## src/rtl/oven_timer_ctrl.sv

```systemverilog
// Oven cook-time controller: button edge detect, seconds setpoint, 1 Hz countdown,
// heater enable and a one-cycle completion pulse.
module oven_timer_ctrl #(
    parameter int TICK_DIV = 50_000_000,
    parameter int MAX_SEC  = 5999,
    parameter int STEP_SEC = 10
) (
    input  logic        clk,
    input  logic        rst,
    input  logic        btn_start,
    input  logic        btn_stop,
    input  logic        btn_plus,
    input  logic        btn_minus,
    input  logic        door_open,
    output logic        heater,
    output logic        done,
    output logic [12:0] remaining,
    output logic [1:0]  state
);

    typedef enum logic [1:0] {IDLE = 2'd0, RUN = 2'd1, PAUSE = 2'd2, DONE = 2'd3} state_t;

    localparam int              PW         = (TICK_DIV > 2) ? $clog2(TICK_DIV) : 1;
    localparam logic [PW-1:0]   PRESC_LAST = PW'(TICK_DIV - 1);
    localparam logic [13:0]     MAX_V      = 14'(MAX_SEC);
    localparam logic [13:0]     STEP_V     = 14'(STEP_SEC);

    state_t        st;
    logic [PW-1:0] presc;
    logic          prev_start, prev_stop, prev_plus, prev_minus;
    logic          p_start, p_stop, p_plus, p_minus;
    logic [13:0]   sum_plus, sum_tick_plus;
    logic [12:0]   rem_plus, rem_minus, rem_tick_plus;
    logic          tick, start_ok;

    assign p_start = btn_start & ~prev_start;
    assign p_stop  = btn_stop  & ~prev_stop;
    assign p_plus  = btn_plus  & ~prev_plus;
    assign p_minus = btn_minus & ~prev_minus;

    // Saturating setpoint arithmetic, evaluated in 14 bits so the sum cannot wrap.
    assign sum_plus      = {1'b0, remaining} + STEP_V;
    assign sum_tick_plus = {1'b0, remaining} + STEP_V - 14'd1;
    assign rem_plus      = (sum_plus > MAX_V) ? MAX_V[12:0] : sum_plus[12:0];
    assign rem_tick_plus = (sum_tick_plus > MAX_V) ? MAX_V[12:0] : sum_tick_plus[12:0];
    assign rem_minus     = ({1'b0, remaining} > STEP_V) ? (remaining - STEP_V[12:0]) : 13'd0;

    assign tick     = (presc == PRESC_LAST);
    assign start_ok = p_start && !door_open && (remaining != 13'd0);

    assign heater = (st == RUN);
    assign state  = st;

    always_ff @(posedge clk or negedge rst) begin
        if (!rst) begin
            st         <= IDLE;
            remaining  <= '0;
            presc      <= '0;
            done       <= 1'b0;
            prev_start <= 1'b0;
            prev_stop  <= 1'b0;
            prev_plus  <= 1'b0;
            prev_minus <= 1'b0;
        end else begin
            prev_start <= btn_start;
            prev_stop  <= btn_stop;
            prev_plus  <= btn_plus;
            prev_minus <= btn_minus;
            done       <= 1'b0;
            case (st)
                IDLE: begin
                    if (p_stop)       remaining <= '0;
                    else if (start_ok) begin
                        st    <= RUN;
                        presc <= '0;
                    end
                    else if (p_plus)  remaining <= rem_plus;
                    else if (p_minus) remaining <= rem_minus;
                end
                RUN: begin
                    // Leaving RUN freezes the prescaler where it is.
                    if (p_stop || door_open) st <= PAUSE;
                    else if (tick) begin
                        presc <= '0;
                        if (p_plus) remaining <= rem_tick_plus;
                        else begin
                            remaining <= remaining - 13'd1;
                            if (remaining == 13'd1) begin
                                st   <= DONE;
                                done <= 1'b1;
                            end
                        end
                    end else begin
                        presc <= presc + PW'(1);
                        if (p_plus) remaining <= rem_plus;
                    end
                end
                PAUSE: begin
                    if (p_stop) begin
                        st        <= IDLE;
                        remaining <= '0;
                    end
                    else if (start_ok) st        <= RUN;
                    else if (p_plus)   remaining <= rem_plus;
                    else if (p_minus)  remaining <= rem_minus;
                end
                DONE: begin
                    remaining <= '0;
                    if (p_start || p_stop || p_plus || p_minus) st <= IDLE;
                end
                default: st <= IDLE;
            endcase
        end
    end

endmodule

```

## config.mk

```make
export PLATFORM = sky130hd
export DESIGN_NAME = oven_timer_ctrl
export DESIGN_NICKNAME = d
export VERILOG_FILES = /design/src/rtl/oven_timer_ctrl.sv
export SDC_FILE = /design/constraint.sdc
export NUM_CORES = 1
export LEC_CHECK = 0
export ABC_CLOCK_PERIOD_IN_PS = 7400
export BUFFER_PORTS_ARGS = -buffer_cell sky130_fd_sc_hd__buf_2
export CAP_MARGIN = 15
export CORE_ASPECT_RATIO = 0.5
export CORE_MARGIN = 2
export CORE_UTILIZATION = 60
export DETAILED_ROUTE_END_ITERATION = 10
export GPL_ROUTABILITY_DRIVEN = 0
export GPL_TIMING_DRIVEN = 0
export PLACE_DENSITY = 0.79
export SKIP_LAST_GASP = 1
export SYNTH_ARGS = -nofsm -noshare
export SYNTH_HDL_FRONTEND = slang
export SYNTH_SLANG_ARGS = --single-unit
```

## constraint.sdc

```tcl
create_clock -name clk -period 7.4 [get_ports clk]
set_input_delay 0.74 -clock clk [delete_from_list [all_inputs] [get_ports clk]]
set_output_delay 0.74 -clock clk [all_outputs]
set_load 0.01 [all_outputs]
```

==> results by group, run 1 <==
STA
  • Post-Route Skew: 0.0131 ns
  • Setup ws final: 3.41 ns
  • Slew @ Worst Pin: 1.12 ns
  • Final min period: 3.99 ns
  • Fin. max-slew vios: 0
  • Worst Hold Slack: 0.310 ns
  • Slew HR: 24.7%
  • Fin crit share: 53.9%
  • RSZ-0062 raised after global routing: no
  • # setup viols final: 0
  • Max Clock Freq: 0.251 GHz
  • TNS Setup: 0 ns
  • Final Hold Fails: 0

Routing
  • DR DRC count: 0
  • Drt total wl: 12700 um
  • First-pass DRT Iterations: 6
  • Vias per cell: 6.73
  • Post-DR wirelength/cell: 18.3 um
  • DRT iter0 DRCs: 522
  • Detail Route Antenna Nets: 0
  • Routed vias: 4648

Critical path
  • Worst R2R Path Depth: 10
  • Crit-path max FO: 10
  • Startpoint Class: register
  • CP peak stage delay: 0.63 ns
  • Slowest-stage cell, CP: a21oi_1
  • Worst endpoint required time: 7.56 ns
  • CP cell instances: clkbuf_1, o211ai_1, nor3_1, xnor2_1, o21ai_0, a21oi_1, clkbuf_1, o21ai_0, a211oi_1, a21oi_1
  • Crit path buf inv count: 2
  • Total stage count of the critical path: 10
  • CP arrival: 4.15 ns
  • Worst path top cell family by delay: compound AO/OA/AOI/OAI gates
  • CP Class: reg -> reg
  • Crit. End Element: register

Synthesis
  • Ys flop type: dfrtp_1
  • Cell count after synthesis: 567
  • Unique masters post-synth: 75
  • Ys Warns: 0
  • Asr flop ratio synth: 100%
  • Register area share after synthesis: 27.0%
  • #FFs+latches synth: 46
  • Mean Syn Cell Area: 7.51 um^2
  • Mapped Area: 4260 um^2
  • Post-Syn Nets: 582
  • Number of synthesized flops with an enable pin: 0

Run
  • Max cap viols: 0

CTS
  • Clock Latency Late Sink: 0.30 ns
  • CTS Buf Count: 5
  • H-tree depth: 2
  • Clock buffer depth: 2
  • CTS Root Buffer Type: clkbuf_16
  • CTS tree: yes
  • Clock Sinks: 46
  • Post-CTS Resized: 0
  • # hold bufs at CTS: 0
  • Setup Fix Bufs, Post-CTS: 0
  • Clock slew at reported path FFs: 0.07 ns

Run status
  • Outcome: completed

Place
  • Dpl ws: 3.62 ns
  • Cells after DPL: 682
  • Port bufs: 23
  • Placed Area: 4490 um^2
  • Hpwl dp: 8940 um

Cells and area
  • Design Area, Final: 4650 um^2
  • Finished Layout Cells: 691
  • Share of post-route cells with drive strength above 1: 9.85%
  • Util after Layout: 68.6%
  • Area grow syn2layout: 9.22%
  • Nets: 613
  • # fillers: 584
  • Antenna diodes: 0

Floorplanning
  • Die Span Y: 63.6 um
  • Starting Density: 62.8%
  • Row cnt: 21
  • Die Width: 123 um
  • Die area: 7830 um^2
  • Io pins: 24
  • Core area: 6780 um^2

GRT
  • Total track usage: 34.1%
  • First-pass GRT wire length: 21000 um
  • Gr ovfl total: 0
  • Largest net degree at the start of global routing: 47
  • Initial antenna violation count: 0
  • Vias in the first global route: 4119

Pwr
  • VDD IR max: 0.118 mV
  • Power Dens Cells: 333 nW/um^2
  • LEAKAGE: 1.78 nW
  • Design Power: 1.55 mW

Worst hold path
  • Worst hold path class: in -> async
[kinds of logic after synthesis]
| family | synth area share [%] |
|---|---|
| xor+xnor | 8.99 |
| fa+ha+maj | 2.35 |
| simple gates | 30.2 |
| compound gates | 25.8 |
| buf+inv | 4.73 |
| mux | 0.969 |
| flops | 27.0 |
[sequential cells by signal, summed over array words and instances, names as in the netlist]
name and flops:
remaining 13, state 2, prev_stop 1, done 1, prev_start 1, presc 26
prev_plus 1, prev_minus 1
[cell usage in the layout, fill, tap and decap left out, drive strengths merged, types with 3 or more instances in the layout]
cell / count
nor2: 68
o31ai: 6
clkbuf: 34
o22ai: 3
o41ai: 4
xnor2: 22
xor2: 20
nor4b: 4
or4: 8
nand3: 29
buf: 34
ha: 8
inv: 10
a21o: 3
nor4: 10
nand2b: 10
or2: 4
a41o: 3
nor2b: 10
nand4: 15
o211ai: 6
or3: 5
nand2: 46
a211oi: 10
nand3b: 4
a31oi: 9
and3: 9
a21oi: 27
dfrtp: 46
nor3: 20
o21ai: 71
mux2i: 3
[Yosys cell counts (all sizes together), types with 5 or more instances]
cell type	n	area, um^2
o21ai	71	359
nor2	68	255
dfrtp	46	1150
nand2	46	173
nand3	29	145
clkbuf	28	105
a21oi	27	150
xnor2	22	208
nor3	20	100
xor2	20	175
nand4	15	93.8
a211oi	10	80.1
buf	10	58.8
inv	10	37.5
nand2b	10	62.6
nor2b	10	62.6
nor4	10	68.8
a31oi	9	56.3
and3	9	56.3
ha	8	100
or4	8	67.6
o211ai	6	50.1
o31ai	6	45.0
or3	5	31.3
[metal layers]
layer / track usage, % / routed length (um) / vias up
met5: 0 / 0 / -
met4: 7.53 / 215 / 0
met3: 8.79 / 1350 / 41
met2: 50.5 / 5450 / 273
met1: 49.7 / 5660 / 2188
li1: - / - / 2146
[report_power, final]
group,leakage [nW],internal (mW),switching [mW]
Clock,0.0708,0.126,0.106
Combinational,1.09,0.346,0.645
Sequential,0.615,0.286,0.0379
[area by class of cell]
class,count,area [um^2],share of cell area (%)
Clock inverter,2,13.8,0.296
Tap cell,92,115,2.47
Multi-Input combinational cell,473,2910,62.5
Inverter,10,37.5,0.807
Sequential cell,46,1150,24.7
Buffer,38,164,3.52
Timing Repair Buffer,24,135,2.90
Clock buffer,6,129,2.77
[final timing paths]
| check | from | endpoint | slack [ns] |
|---|---|---|---|
| worst max register to register | remaining[10] | remaining[3] | 3.41 |
| max in group asynchronous | rst | state[1] | 6.61 |
| worst min-delay path | rst | presc[11] | 0.31 |
| min in group clk | presc[14] | presc[14] | 0.48 |
| worst min register to register | presc[14] | presc[14] | 0.48 |
| worst max-delay path | remaining[10] | remaining[3] | 3.41 |
Note: power is estimated with default switching activity, not from simulation.
==> run 2, diff against run 1 <==
--- a/config.mk
+++ b/config.mk
@@ -5,16 +5,16 @@
 export SDC_FILE = /design/constraint.sdc
 export NUM_CORES = 1
 export LEC_CHECK = 0
-export ABC_CLOCK_PERIOD_IN_PS = 7400
+export ABC_CLOCK_PERIOD_IN_PS = 3600
 export BUFFER_PORTS_ARGS = -buffer_cell sky130_fd_sc_hd__buf_2
 export CAP_MARGIN = 15
 export CORE_ASPECT_RATIO = 0.5
 export CORE_MARGIN = 2
-export CORE_UTILIZATION = 60
+export CORE_UTILIZATION = 56
 export DETAILED_ROUTE_END_ITERATION = 10
 export GPL_ROUTABILITY_DRIVEN = 0
 export GPL_TIMING_DRIVEN = 0
-export PLACE_DENSITY = 0.79
+export PLACE_DENSITY = 0.77
 export SKIP_LAST_GASP = 1
 export SYNTH_ARGS = -nofsm -noshare
 export SYNTH_HDL_FRONTEND = slang
==> constraint.sdc (replaced) <==
create_clock -name clk -period 3.6 [get_ports clk]
set_input_delay 0.36 -clock clk [delete_from_list [all_inputs] [get_ports clk]]
set_output_delay 0.36 -clock clk [all_outputs]
set_load 0.01 [all_outputs]
==> run 2 against run 1 <==
  * Design area grew 3.5%
  * First-iteration DRC count is 6.5% lower
  * Via count rose by 1.2%
  * Critical path depth stayed put
  * Sequential power is 100% higher
  * Clock skew fell by 0.0014 ns
  * Register-to-register slack lost 3.3 ns
  * Clock-buffer cell count stayed put
  * Critical endpoint is now remaining[6]
  * Largest cell class unchanged
==> results by group, run 2 (same netlist as run 1, synthesis figures left out) <==
Run status
  • Outcome: completed

Cells and area
  • Share of post-route cells with drive strength above 1: 13.2%
  • Biggest register: presc
  • Area grow syn2layout: 13.0%
  • Nets: 619
  • Design Area, Final: 4810 um^2
  • Antenna diodes: 0
  • # fillers: 657
  • Most frequent cells in the layout: nor2_1, o21ai_0, nand2_1, dfrtp_1, nand3_1
  • Max reg flops: 26
  • Commonest non-fill, non-tap cell in the layout: nor2_1

GRT
  • Gr ovfl total: 0
  • Largest net degree at the start of global routing: 47
  • Initial antenna violation count: 0
  • First-pass GRT wire length: 20300 um
  • Gr busiest metal: met2
  • Total track usage: 30.7%
  • M3 GR Usage: 5.21%
  • Grt met2 use: 46.9%
  • Vias in the first global route: 3996
  • M1 GR Usage: 44.9%

STA
  • Final min period: 3.53 ns
  • Post-Route Skew: 0.0117 ns
  • Setup ws final: 0.0680 ns
  • Final Hold Fails: 0
  • # setup viols final: 0
  • Slew @ Worst Pin: 0.789 ns
  • Worst Hold Slack: 0.187 ns
  • Slew HR: 46.9%
  • Max Clock Freq: 0.283 GHz
  • RSZ-0062 raised after global routing: no
  • Fin. max-slew vios: 0
  • Fin crit share: 98.1%

Critical path
  • Crit path buf inv count: 2
  • CP arrival: 3.70 ns
  • Crit. End Element: register
  • Crit-path max FO: 8
  • Startpoint Class: register
  • Slowest-stage cell, CP: or4_4
  • CP peak stage delay: 0.57 ns
  • CP Class: reg -> reg
  • Worst path top cell family by delay: compound AO/OA/AOI/OAI gates
  • CP cell instances: buf_2, a21oi_4, o221ai_1, or4_4, a2111oi_4, mux2i_2, o21ai_2, buf_4, nor4b_1, nor3_1
  • Worst endpoint required time: 3.77 ns

Routing
  • Detail Route Antenna Nets: 0
  • Routed vias: 4705
  • DRT iter0 DRCs: 488
  • Post-DR wirelength/cell: 18.3 um
  • First-pass DRT Iterations: 10
  • Vias per cell: 6.71
  • DR DRC count: 0
  • Drt total wl: 12800 um

CTS
  • Clock Sinks: 46
  • CTS Root Buffer Type: clkbuf_16
  • Clock slew at reported path FFs: 0.07 ns
  • CTS tree: yes
  • Clock Latency Late Sink: 0.30 ns
  • CTS Buf Count: 5
  • H-tree depth: 2
  • Clock buffer depth: 2

Worst hold path
  • Worst hold path class: in -> reg

Pwr
  • Cell Int Power: 1.65 mW
  • Power Dens Cells: 686 nW/um^2
  • Design Power: 3.30 mW
  • Clk network pwr share: 16.4%
  • Logic pwr share: 63.5%
  • VDD IR max: 0.251 mV
  • Sw frac: 50.1%
  • Switching power total: 1.66 mW
  • Sequential share of power: 20.1%
  • LEAKAGE: 1.85 nW

Place
  • Port bufs: 23
  • Placed Area: 4490 um^2
  • Dpl ws: -0.145 ns
  • Hpwl dp: 8870 um

Floorplanning
  • Starting Density: 58.0%
  • Row cnt: 22
  • Die Span Y: 65.7 um
  • Die area: 8360 um^2
  • Die Width: 127 um
  • Io pins: 24
  • Core area: 7350 um^2

Run
  • Max cap viols: 0
==> run 2: what timing repair did <==
action                                 CTS  global route
pin swaps                                2             0
setup endpoints to repair                7            38
endpoints found under the hold margin    0             9
hold buffers                             0             1
gates resized for setup                  3            20
buffers inserted                         4             2
==> run 2: area by class of cell <==
cell class	count	area (um^2)	area share (%)
Clock buffer	6	129	2.68
Clock inverter	2	37.5	0.780
Tap cell	96	120	2.50
Buffer	37	166	3.46
Sequential cell	46	1150	23.9
Multi-Input combinational cell	473	2980	61.9
Inverter	10	37.5	0.780
Timing Repair Buffer	31	190	3.95
==> run 2: power groups by stage <==
stage | combinational [mW] | clock (mW) | sequential, mW
floorplan | 1.44 | 0 | 0.690
global placement | 1.93 | 0 | 0.668
detailed placement | 1.94 | 0 | 0.672
CTS | 1.97 | 0.548 | 0.662
global route | 2.24 | 0.564 | 0.677
finish | 2.10 | 0.542 | 0.662
==> run 2: path summary, 6_finish.rpt <==
kind / from / to / slack (ns) / depth (start not counted)
worst max-delay path: remaining[1] / remaining[6] / 0.07 / 10
worst min-delay path: btn_minus / prev_minus / 0.19 / 1
worst max register to register: remaining[1] / remaining[6] / 0.07 / 10
worst min register to register: presc[14] / presc[14] / 0.49 / 1
max in group asynchronous: rst / presc[12] / 2.67 / 3
min in group asynchronous: rst / presc[21] / 0.46 / 2
==> run 2: routing by layer <==
metal | wire length (um) | vias up
met2 | 5500 | 298
met1 | 5620 | 2200
met4 | 254 | 0
met3 | 1460 | 39
met5 | 0 | -
li1 | - | 2168
==> run 2: through the flow <==
stage	setup TNS (ns)	std cells	utilization [%]
floorplan	0	567	-
global placement	-0.411	686	61.2
detailed placement	-0.357	686	61.2
CTS	0	698	64.1
global route	0	701	65.5
finish	0	701	65.5
==> run 2: worst register-to-register path, stage by stage (launching register included) <==
cell	delay, ns
dfrtp_1	0.43
buf_2	0.21
a21oi_4	0.31
o221ai_1	0.31
or4_4	0.57
a2111oi_4	0.45
mux2i_2	0.34
o21ai_2	0.15
buf_4	0.19
nor4b_1	0.32
nor3_1	0.12
